## src/rtl/or_nway_reduce_pipe_pkg.sv

```systemverilog
// Shared definitions for the pipelined N-way OR reducer.
// Holds the frame mode encodings and the elaboration-time helpers that size
// the OR tree: how many register stages it needs, how wide each stage's
// output is, and where each stage's output lives on the flat inter-stage bus.
package or_nway_reduce_pipe_pkg;

  localparam logic MODE_DIRECT = 1'b0;
  localparam logic MODE_STICKY = 1'b1;

  // Smallest n >= 1 with fanin**n >= width, i.e. max(1, ceil(log_fanin(width))).
  function automatic int calc_stages(input int width, input int fanin);
    int n;
    longint cap;
    n   = 0;
    cap = 1;
    for (int i = 0; i < 32; i++) begin
      if (cap < longint'(width)) begin
        cap = cap * longint'(fanin);
        n++;
      end
    end
    if (n < 1) n = 1;
    return n;
  endfunction

  // Number of bits entering stage k (k = 0 is the raw frame); each stage
  // divides the width by fanin, rounding up for the zero-padded last group.
  function automatic int stage_width(input int width, input int fanin, input int k);
    int w;
    w = width;
    for (int i = 0; i < k; i++) begin
      w = (w + fanin - 1) / fanin;
    end
    return w;
  endfunction

  // Bit offset of stage k's output on the flat bus that links the stages.
  function automatic int bus_offset(input int width, input int fanin, input int k);
    int off;
    off = 0;
    for (int i = 0; i < k; i++) begin
      off = off + stage_width(width, fanin, i + 1);
    end
    return off;
  endfunction

endpackage

```

## src/rtl/or_tree_stage.sv

```systemverilog
// One registered level of the OR tree.
// Splits in_data into groups of FANIN bits (the last group zero-padded),
// ORs each group and registers the results together with the frame's valid
// bit and captured mode whenever en is high.
// Ports:
//   clk, reset      rising-edge clock, synchronous active-high reset
//   en              load the register (pipeline advance)
//   in_valid/in_mode/in_data     frame entering this level
//   out_valid/out_mode/out_data  registered frame leaving this level
module or_tree_stage #(
  parameter int IN_W  = 8,
  parameter int FANIN = 4
) (
  input  logic                                 clk,
  input  logic                                 reset,
  input  logic                                 en,
  input  logic                                 in_valid,
  input  logic                                 in_mode,
  input  logic [IN_W-1:0]                      in_data,
  output logic                                 out_valid,
  output logic                                 out_mode,
  output logic [(IN_W + FANIN - 1) / FANIN-1:0] out_data
);

  localparam int OUT_W = (IN_W + FANIN - 1) / FANIN;
  localparam int PAD_W = OUT_W * FANIN;

  logic [PAD_W-1:0] padded;
  logic [OUT_W-1:0] groupOr;

  // Zero-extend the input to a whole number of groups so every node sees
  // exactly FANIN inputs; the padding bits cannot change an OR result.
  always_comb begin
    padded  = PAD_W'(in_data);
    groupOr = '0;
    for (int g = 0; g < OUT_W; g++) begin
      groupOr[g] = |padded[g*FANIN +: FANIN];
    end
  end

  // Level register; holds its contents while the pipeline is stalled.
  always_ff @(posedge clk) begin
    if (reset) begin
      out_valid <= 1'b0;
      out_mode  <= 1'b0;
      out_data  <= '0;
    end else if (en) begin
      out_valid <= in_valid;
      out_mode  <= in_mode;
      out_data  <= groupOr;
    end
  end

endmodule

```

## src/rtl/or_nway_reduce_pipe.sv

```systemverilog
// Pipelined WIDTH-bit to 1-bit OR reducer with valid/ready flow control.
// A chain of STAGES or_tree_stage levels reduces each frame to one bit; the
// last level is the head frame presented to the consumer. A sticky flag
// accumulates results of mode-1 frames and a saturating counter tallies
// output transfers whose frame OR was 1. clear zeroes both without touching
// the frames in flight.
// Ports:
//   clk, reset                 rising-edge clock, synchronous active-high reset
//   in_valid/in_ready          producer handshake; in_data, in_mode = frame and mode
//   clear                      zero the sticky flag and hit counter
//   out_valid/out_ready        consumer handshake; out_or = head frame result
//   out_sticky                 sticky accumulator
//   hit_count                  saturating count of transfers with a 1 result
module or_nway_reduce_pipe
  import or_nway_reduce_pipe_pkg::*;
#(
  parameter int WIDTH   = 8,
  parameter int FANIN   = 4,
  parameter int COUNT_W = 8
) (
  input  logic               clk,
  input  logic               reset,
  input  logic               in_valid,
  output logic               in_ready,
  input  logic [WIDTH-1:0]   in_data,
  input  logic               in_mode,
  input  logic               clear,
  output logic               out_valid,
  input  logic               out_ready,
  output logic               out_or,
  output logic               out_sticky,
  output logic [COUNT_W-1:0] hit_count
);

  localparam int STAGES  = calc_stages(WIDTH, FANIN);
  localparam int TOTAL_W = bus_offset(WIDTH, FANIN, STAGES);

  logic [TOTAL_W-1:0] dataBus;
  logic [STAGES-1:0]  validBus;
  logic [STAGES-1:0]  modeBus;

  logic               advance;
  logic               outXfer;
  logic               frameOr;
  logic               headMode;
  logic               stickyReg;
  logic [COUNT_W-1:0] hitCount;

  // The whole pipe moves together whenever the head slot is empty or being
  // taken, so bubbles get squeezed out only by shifting them forward.
  assign advance  = !out_valid || out_ready;
  assign in_ready = advance;

  // Build the tree: each level's output slice on dataBus feeds the next level.
  for (genvar k = 0; k < STAGES; k++) begin : stageGen
    localparam int IN_W    = stage_width(WIDTH, FANIN, k);
    localparam int OUT_W   = stage_width(WIDTH, FANIN, k + 1);
    localparam int OUT_OFF = bus_offset(WIDTH, FANIN, k);

    logic [IN_W-1:0] stageIn;
    logic            stageInValid;
    logic            stageInMode;

    if (k == 0) begin : firstGen
      assign stageIn      = in_data;
      assign stageInValid = in_valid;
      assign stageInMode  = in_mode;
    end else begin : chainGen
      localparam int IN_OFF = bus_offset(WIDTH, FANIN, k - 1);
      assign stageIn      = dataBus[IN_OFF +: IN_W];
      assign stageInValid = validBus[k-1];
      assign stageInMode  = modeBus[k-1];
    end

    or_tree_stage #(
      .IN_W  (IN_W),
      .FANIN (FANIN)
    ) stageInst (
      .clk       (clk),
      .reset     (reset),
      .en        (advance),
      .in_valid  (stageInValid),
      .in_mode   (stageInMode),
      .in_data   (stageIn),
      .out_valid (validBus[k]),
      .out_mode  (modeBus[k]),
      .out_data  (dataBus[OUT_OFF +: OUT_W])
    );
  end

  // The last level is one bit wide, so its single bit is the head frame's OR.
  assign frameOr   = dataBus[TOTAL_W-1];
  assign headMode  = modeBus[STAGES-1];
  assign out_valid = validBus[STAGES-1];
  assign outXfer   = out_valid && out_ready;

  // Sticky frames see the accumulator as it was before this frame lands;
  // the result is forced low while no frame is presented.
  assign out_or     = out_valid && (frameOr || (headMode == MODE_STICKY && stickyReg));
  assign out_sticky = stickyReg;
  assign hit_count  = hitCount;

  // Accumulator and hit counter. clear wins over a same-cycle transfer so the
  // transferring frame is dropped from both.
  always_ff @(posedge clk) begin
    if (reset) begin
      stickyReg <= 1'b0;
      hitCount  <= '0;
    end else if (clear) begin
      stickyReg <= 1'b0;
      hitCount  <= '0;
    end else if (outXfer) begin
      if (headMode == MODE_STICKY) begin
        stickyReg <= stickyReg || frameOr;
      end
      if (frameOr && hitCount != '1) begin
        hitCount <= hitCount + 1'b1;
      end
    end
  end

endmodule

```

## config.mk

```make
export PLATFORM = sky130hd
export DESIGN_NAME = or_nway_reduce_pipe
export DESIGN_NICKNAME = d
export VERILOG_FILES = /design/src/rtl/or_nway_reduce_pipe_pkg.sv /design/src/rtl/or_tree_stage.sv /design/src/rtl/or_nway_reduce_pipe.sv
export SDC_FILE = /design/constraint.sdc
export NUM_CORES = 1
export LEC_CHECK = 0
export BUFFER_PORTS_ARGS = -buffer_cell sky130_fd_sc_hd__buf_2
export CORE_MARGIN = 2
export CORE_UTILIZATION = 49
export DETAILED_ROUTE_END_ITERATION = 8
export MAX_ROUTING_LAYER = met4
export PLACE_DENSITY = 0.85
export SYNTH_ARGS = -nofsm -noshare
export SYNTH_HDL_FRONTEND = slang
export SYNTH_SLANG_ARGS = --single-unit
```

## constraint.sdc

```tcl
create_clock -name clk -period 3.55 [get_ports clk]
set_input_delay 0.355 -clock clk [delete_from_list [all_inputs] [get_ports clk]]
set_output_delay 0.355 -clock clk [all_outputs]
set_load 0.05 [all_outputs]
```

After elaboration in Yosys (flattened, before gate mapping):

Cells that the tools add are included.

* $add $sub $neg: 1
* multipliers: 0
* divide/modulo/power cells: 0
* $lt $le $gt $ge: 0
* equality and inequality tests: 1
* shift operators: 0
* mux-type cells: 0
* bitwise operators: 0
* reductions and logical operators: 14

Operators by type and width (number)
* adder 8 x 1 -> 8 bit, second input constant: 1
* inequality test 8 bit, second input constant: 1
* OR reduction 4 bit: 2
* logical AND 1 bit: 4
* AND reduction 2 bit: 2
* OR reduction 2 bit: 2
* logical OR 1 bit: 3
* logical NOT 1 bit: 1

* bits in registers: 16
* latch bits: 0
* memory bits (writable): 0
* memory bits (read-only): 0
* output and inout port bits: 12
* word-level logic and storage cells: 24
* memories: 0

Logic depth before layout (Yosys ltp):

* depth after elaboration: 3
* gate-level depth with buffers: 5
* depth with buffers taken out: 5

Modules after synthesis:

From an unflattened synthesis, not the netlist that was laid out.

* cells, all modules: 74
* area, all modules: 695.7 um2

By module, submodules not included
* or_nway_reduce_pipe: instances 1, cells each 49, area an instance 436.7 um2, sequential area each 180.2 um2
* or_tree_stage at stageGen[0].stageInst: instances 1, cells each 15, area an instance 156.4 um2, sequential area each 80.1 um2
* or_tree_stage at stageGen[1].stageInst: instances 1, cells each 10, area an instance 102.6 um2, sequential area each 60.1 um2

Least setup slack after synthesis:

No wires, ideal clock.

* path type: register to output
* start: register stickyReg (netlist: out_sticky)
* end: output port out_or
* arrival: 1472 ps
* required time: 3195 ps
* setup slack: 1723 ps
* cell stages (with the launch flop): 3
* cells stage by stage: dfxtp_1 a21oi_1 nor2b_1

* word-level cells in the longest chain between the ends: 3

Ends and longest elaborated chain
* start, declared: RTL line or_nway_reduce_pipe.sv:46 `logic stickyReg;`
* start signal, assigned: RTL line or_nway_reduce_pipe.sv:114 `stickyReg <= stickyReg || frameOr;`
* logical AND 1 bit: RTL line or_nway_reduce_pipe.sv:99 `assign out_or = out_valid && (frameOr || (headMode == MODE_STICKY && stickyReg));`
* logical OR 1 bit: RTL line or_nway_reduce_pipe.sv:99
* logical AND 1 bit: RTL line or_nway_reduce_pipe.sv:99
* end, declared: RTL line or_nway_reduce_pipe.sv:30 `output logic out_or,`

Every way passes these cells.

Worst setup path in the final report:

* start: register stageGen[1].stageInst.out_valid
* end: output port in_ready

* word-level cells in the longest chain between the ends: 2

Ends and longest elaborated chain
* start, declared: RTL line or_tree_stage.sv:20 `output logic out_valid,`
* start signal, assigned: RTL line or_tree_stage.sv:48 `out_valid <= in_valid;`
* logical NOT 1 bit: RTL line or_nway_reduce_pipe.sv:51 `assign advance = !out_valid || out_ready;`
* logical OR 1 bit: RTL line or_nway_reduce_pipe.sv:51
* end, declared: RTL line or_nway_reduce_pipe.sv:24 `output logic in_ready,`

Every way passes these cells.

==> metrics.txt <==
status=complete, no violations; Min-Delay Path Depth=3; multi-input logic area=354 um2; clock share of power=36.1%; Hold Path Class=in -> reg; total of max-cap violations=0; First-pass DRT Iterations=4; register area=320 um2; critical path launch point type=register; largest net degree at the start of global routing=10; post-route total power=0.339 mW; final hold viol count=0; cell family with most CP delay=buffers and inverters; grt met3 use=2.61%; met1 GRT Util=23.0%; Total GRT Usage=17.9%; reg2reg end=hit_count[0]; post-synthesis sequential area ratio=45.9%; IO Port Bufs=25; Initial Util=53.0%; CTS tree=built; Synth area leaders=dfxtp_1, nand2_1, a21oi_1, o41ai_1, nor2_1; FMAX=0.518 GHz; slowest stage cell, crit path=nor2b_1; Synth Instances=83; Post-Syn Area=698 um2; Cell Chain, Critical Path=nor2b_1, inv_1, buf_2; Via-to-Cell Ratio=5.65; Residual DRC=0; layout cells sized above 1=28.4%; share of synthesized registers carrying an async set or reset=0%; diode count=0; total clock sinks=16; post-DP HPWL=1100 um; flops & latches, synth=16; final setup vio count=0; Hold EP=stageGen[0].stageInst.out_mode; die area=0.00174 mm2; Lkg Pwr=0.387 nW; GR peak layer=met2; crit path kind=reg -> out; Synthesized Nets=98; Avg Cell Area, Syn=8.41 um2; Clk pin slew, worst setup/hold paths=0.09 ns; Final Max Slew Viols=0; register share of total power=55.6%; RSZ-0062 raised after global routing=false; final worst path period need=1.93 ns; crit end category=output port; Cell variety after synth=24; Worst Path Arrival=1.58 ns; Slew @ Worst Pin=0.485 ns; final setup TNS=0 ns; core area=0.00132 mm2; post-route ant nets=0; Sw Pwr=0.0804 mW; wire per inst=12.1 um; nets@finish=125; crit-path max FO=8; area grow syn2layout=24.0%; Post-synth EDFFs=0; crit share post-route=54.4%; HP Start=in_mode; clock tree buffer depth=2; Critical Path RT=3.19 ns; grt total ovfl=0; hold-fix buffer count after cts=0; Logic pwr share=8.3%; Max transition margin=67.6%; CTS resizes=0; reg-to-reg startpoint=hit_count[0]; fill count=106; IO Count=26; area leader, netlist=dfxtp_1; pwr dens=391 mW/mm2; placer congestion estimate=0.816; Die Ht=41.7 um; Power Internal=0.258 mW; vias in the first global route=564; top-area cell type share of the netlist area=45.9%; Root Driver=clkbuf_4; Worst-Skew Late Latency=0.29 ns; final wirelength=1500 um; met2 Usage GRT=27.8%; worst path buffer plus inverter count=2; switching part of the total=23.7%; Worst R2R Path Depth=5; Reg2Reg Setup Slack=2.01 ns; Main synth FF type=dfxtp_1; Post-CTS Setup Bufs=0; DR vias=701; VDD IR max=0.185 mV; FP Rows=13; total CTS buffers=3; Ys Warns=0; first-pass GRT wire length=2380 um; initial DRC count=22; Worst Skew=0.00406 ns; initial antenna violation count=0; Die X=41.7 um; Crit path largest cell delay=0.43 ns; H-Tree Level Count=1
layout by cell type, fill, tap and decap left out:
| master | netlist | routed |
|---|---|---|
| xor2_1 | 1 | 1 |
| nand4_1 | 1 | 1 |
| nand2_1 | 13 | 13 |
| o311ai_0 | 2 | 2 |
| or2_0 | 1 | 1 |
| a211oi_1 | 1 | 1 |
| clkbuf_4 | 0 | 3 |
| buf_2 | 1 | 25 |
| and3_4 | 1 | 1 |
| o21ai_0 | 2 | 2 |
| nor3_1 | 6 | 6 |
| nand3_1 | 3 | 3 |
| o21bai_1 | 1 | 1 |
| nor2_1 | 9 | 9 |
| dfxtp_1 | 16 | 16 |
| clkbuf_8 | 0 | 1 |
| a21oi_1 | 9 | 9 |
| inv_1 | 3 | 3 |
| or4_1 | 1 | 1 |
| ha_1 | 1 | 1 |
| nand4_4 | 1 | 1 |
| o41ai_1 | 4 | 4 |
| nor2b_1 | 2 | 2 |
| o21a_1 | 1 | 1 |
| o211a_1 | 1 | 1 |
cells by family after synthesis:
logic type | after synthesis | synth area share [%]
XOR/XNOR | 1 | 1.25
adder cells (fa/ha/maj) | 1 | 1.79
flip-flops | 16 | 45.9
AND/OR/NAND/NOR | 38 | 27.6
AO/OA/AOI/OAI | 21 | 20.1
buffers and inverters | 6 | 3.40
power by group through the flow:
stage | sequential (mW) | combinational, mW | clock (mW)
6_report | 0.188 | 0.0282 | 0.122
5_1_grt | 0.189 | 0.0308 | 0.131
4_1_cts | 0.188 | 0.0280 | 0.124
3_5_place_dp | 0.192 | 0.0280 | 0
3_3_place_gp | 0.192 | 0.0272 | 0
2_1_floorplan | 0.194 | 0.0151 | 0
metal layers:
layer	wire (um)	up-vias
li1	-	351
met1	691	317
met2	695	29
met3	94	4
met4	19	0
met5	0	-
state kept, by name, summed over array words and instances, names as in the netlist:
signal	flops
hit_count	8
out_sticky	1
stageGen.stageInst.out_data	3
stageGen.stageInst.out_mode	2
stageGen.stageInst.out_valid	2
layout make-up:
class / instances / area share, %
timing repair buffer: 25 / 14.5
tap: 15 / 2.17
clock buffer: 4 / 4.19
multi-input combinational: 61 / 40.9
inverter: 3 / 1.30
sequential: 16 / 37.0
worst register-to-register path, stage by stage, from the launching register on:
cell and delay, ns:
dfxtp_1 0.45, ha_1 0.30, nand4_1 0.11, o21ai_0 0.33, xor2_1 0.19, nor2_1 0.05
how the worst max path moves through the flow:
stage                                    startpoint       end  slack (ns)  depth (start not counted)
floorplan                                out_sticky    out_or        1.72                          2
global placement                          out_ready  in_ready        1.90                          4
detailed placement                        out_ready  in_ready        1.86                          4
CTS                 stageGen[1].stageInst.out_valid  in_ready        1.63                          3
global route        stageGen[1].stageInst.out_valid  in_ready        1.51                          3
finish              stageGen[1].stageInst.out_valid  in_ready        1.62                          3
per-stage QoR:
stage | cell area [um2] | hold slack (ns) | utilization [%] | setup slack [ns] | std cells
final | 866 | 0.300 | 65.7 | 1.62 | 124
after global routing | 866 | 0.292 | 65.7 | 1.51 | 124
after CTS | 866 | 0.298 | 65.7 | 1.63 | 124
after detailed placement | 830 | 0.452 | 63.0 | 1.86 | 120
after global placement | 830 | 0.442 | 63.0 | 1.90 | 120
after floorplan | 698 | 0.432 | - | 1.72 | 83
synthesized netlist by cell type (2+ instances only):
master	n
a21oi_1	9
clkbuf_1	2
dfxtp_1	16
inv_1	3
nand2_1	13
nand3_1	3
nor2_1	9
nor2b_1	2
nor3_1	6
o21ai_0	2
o311ai_0	2
o41ai_1	4
(Power assumes the default switching activity.)
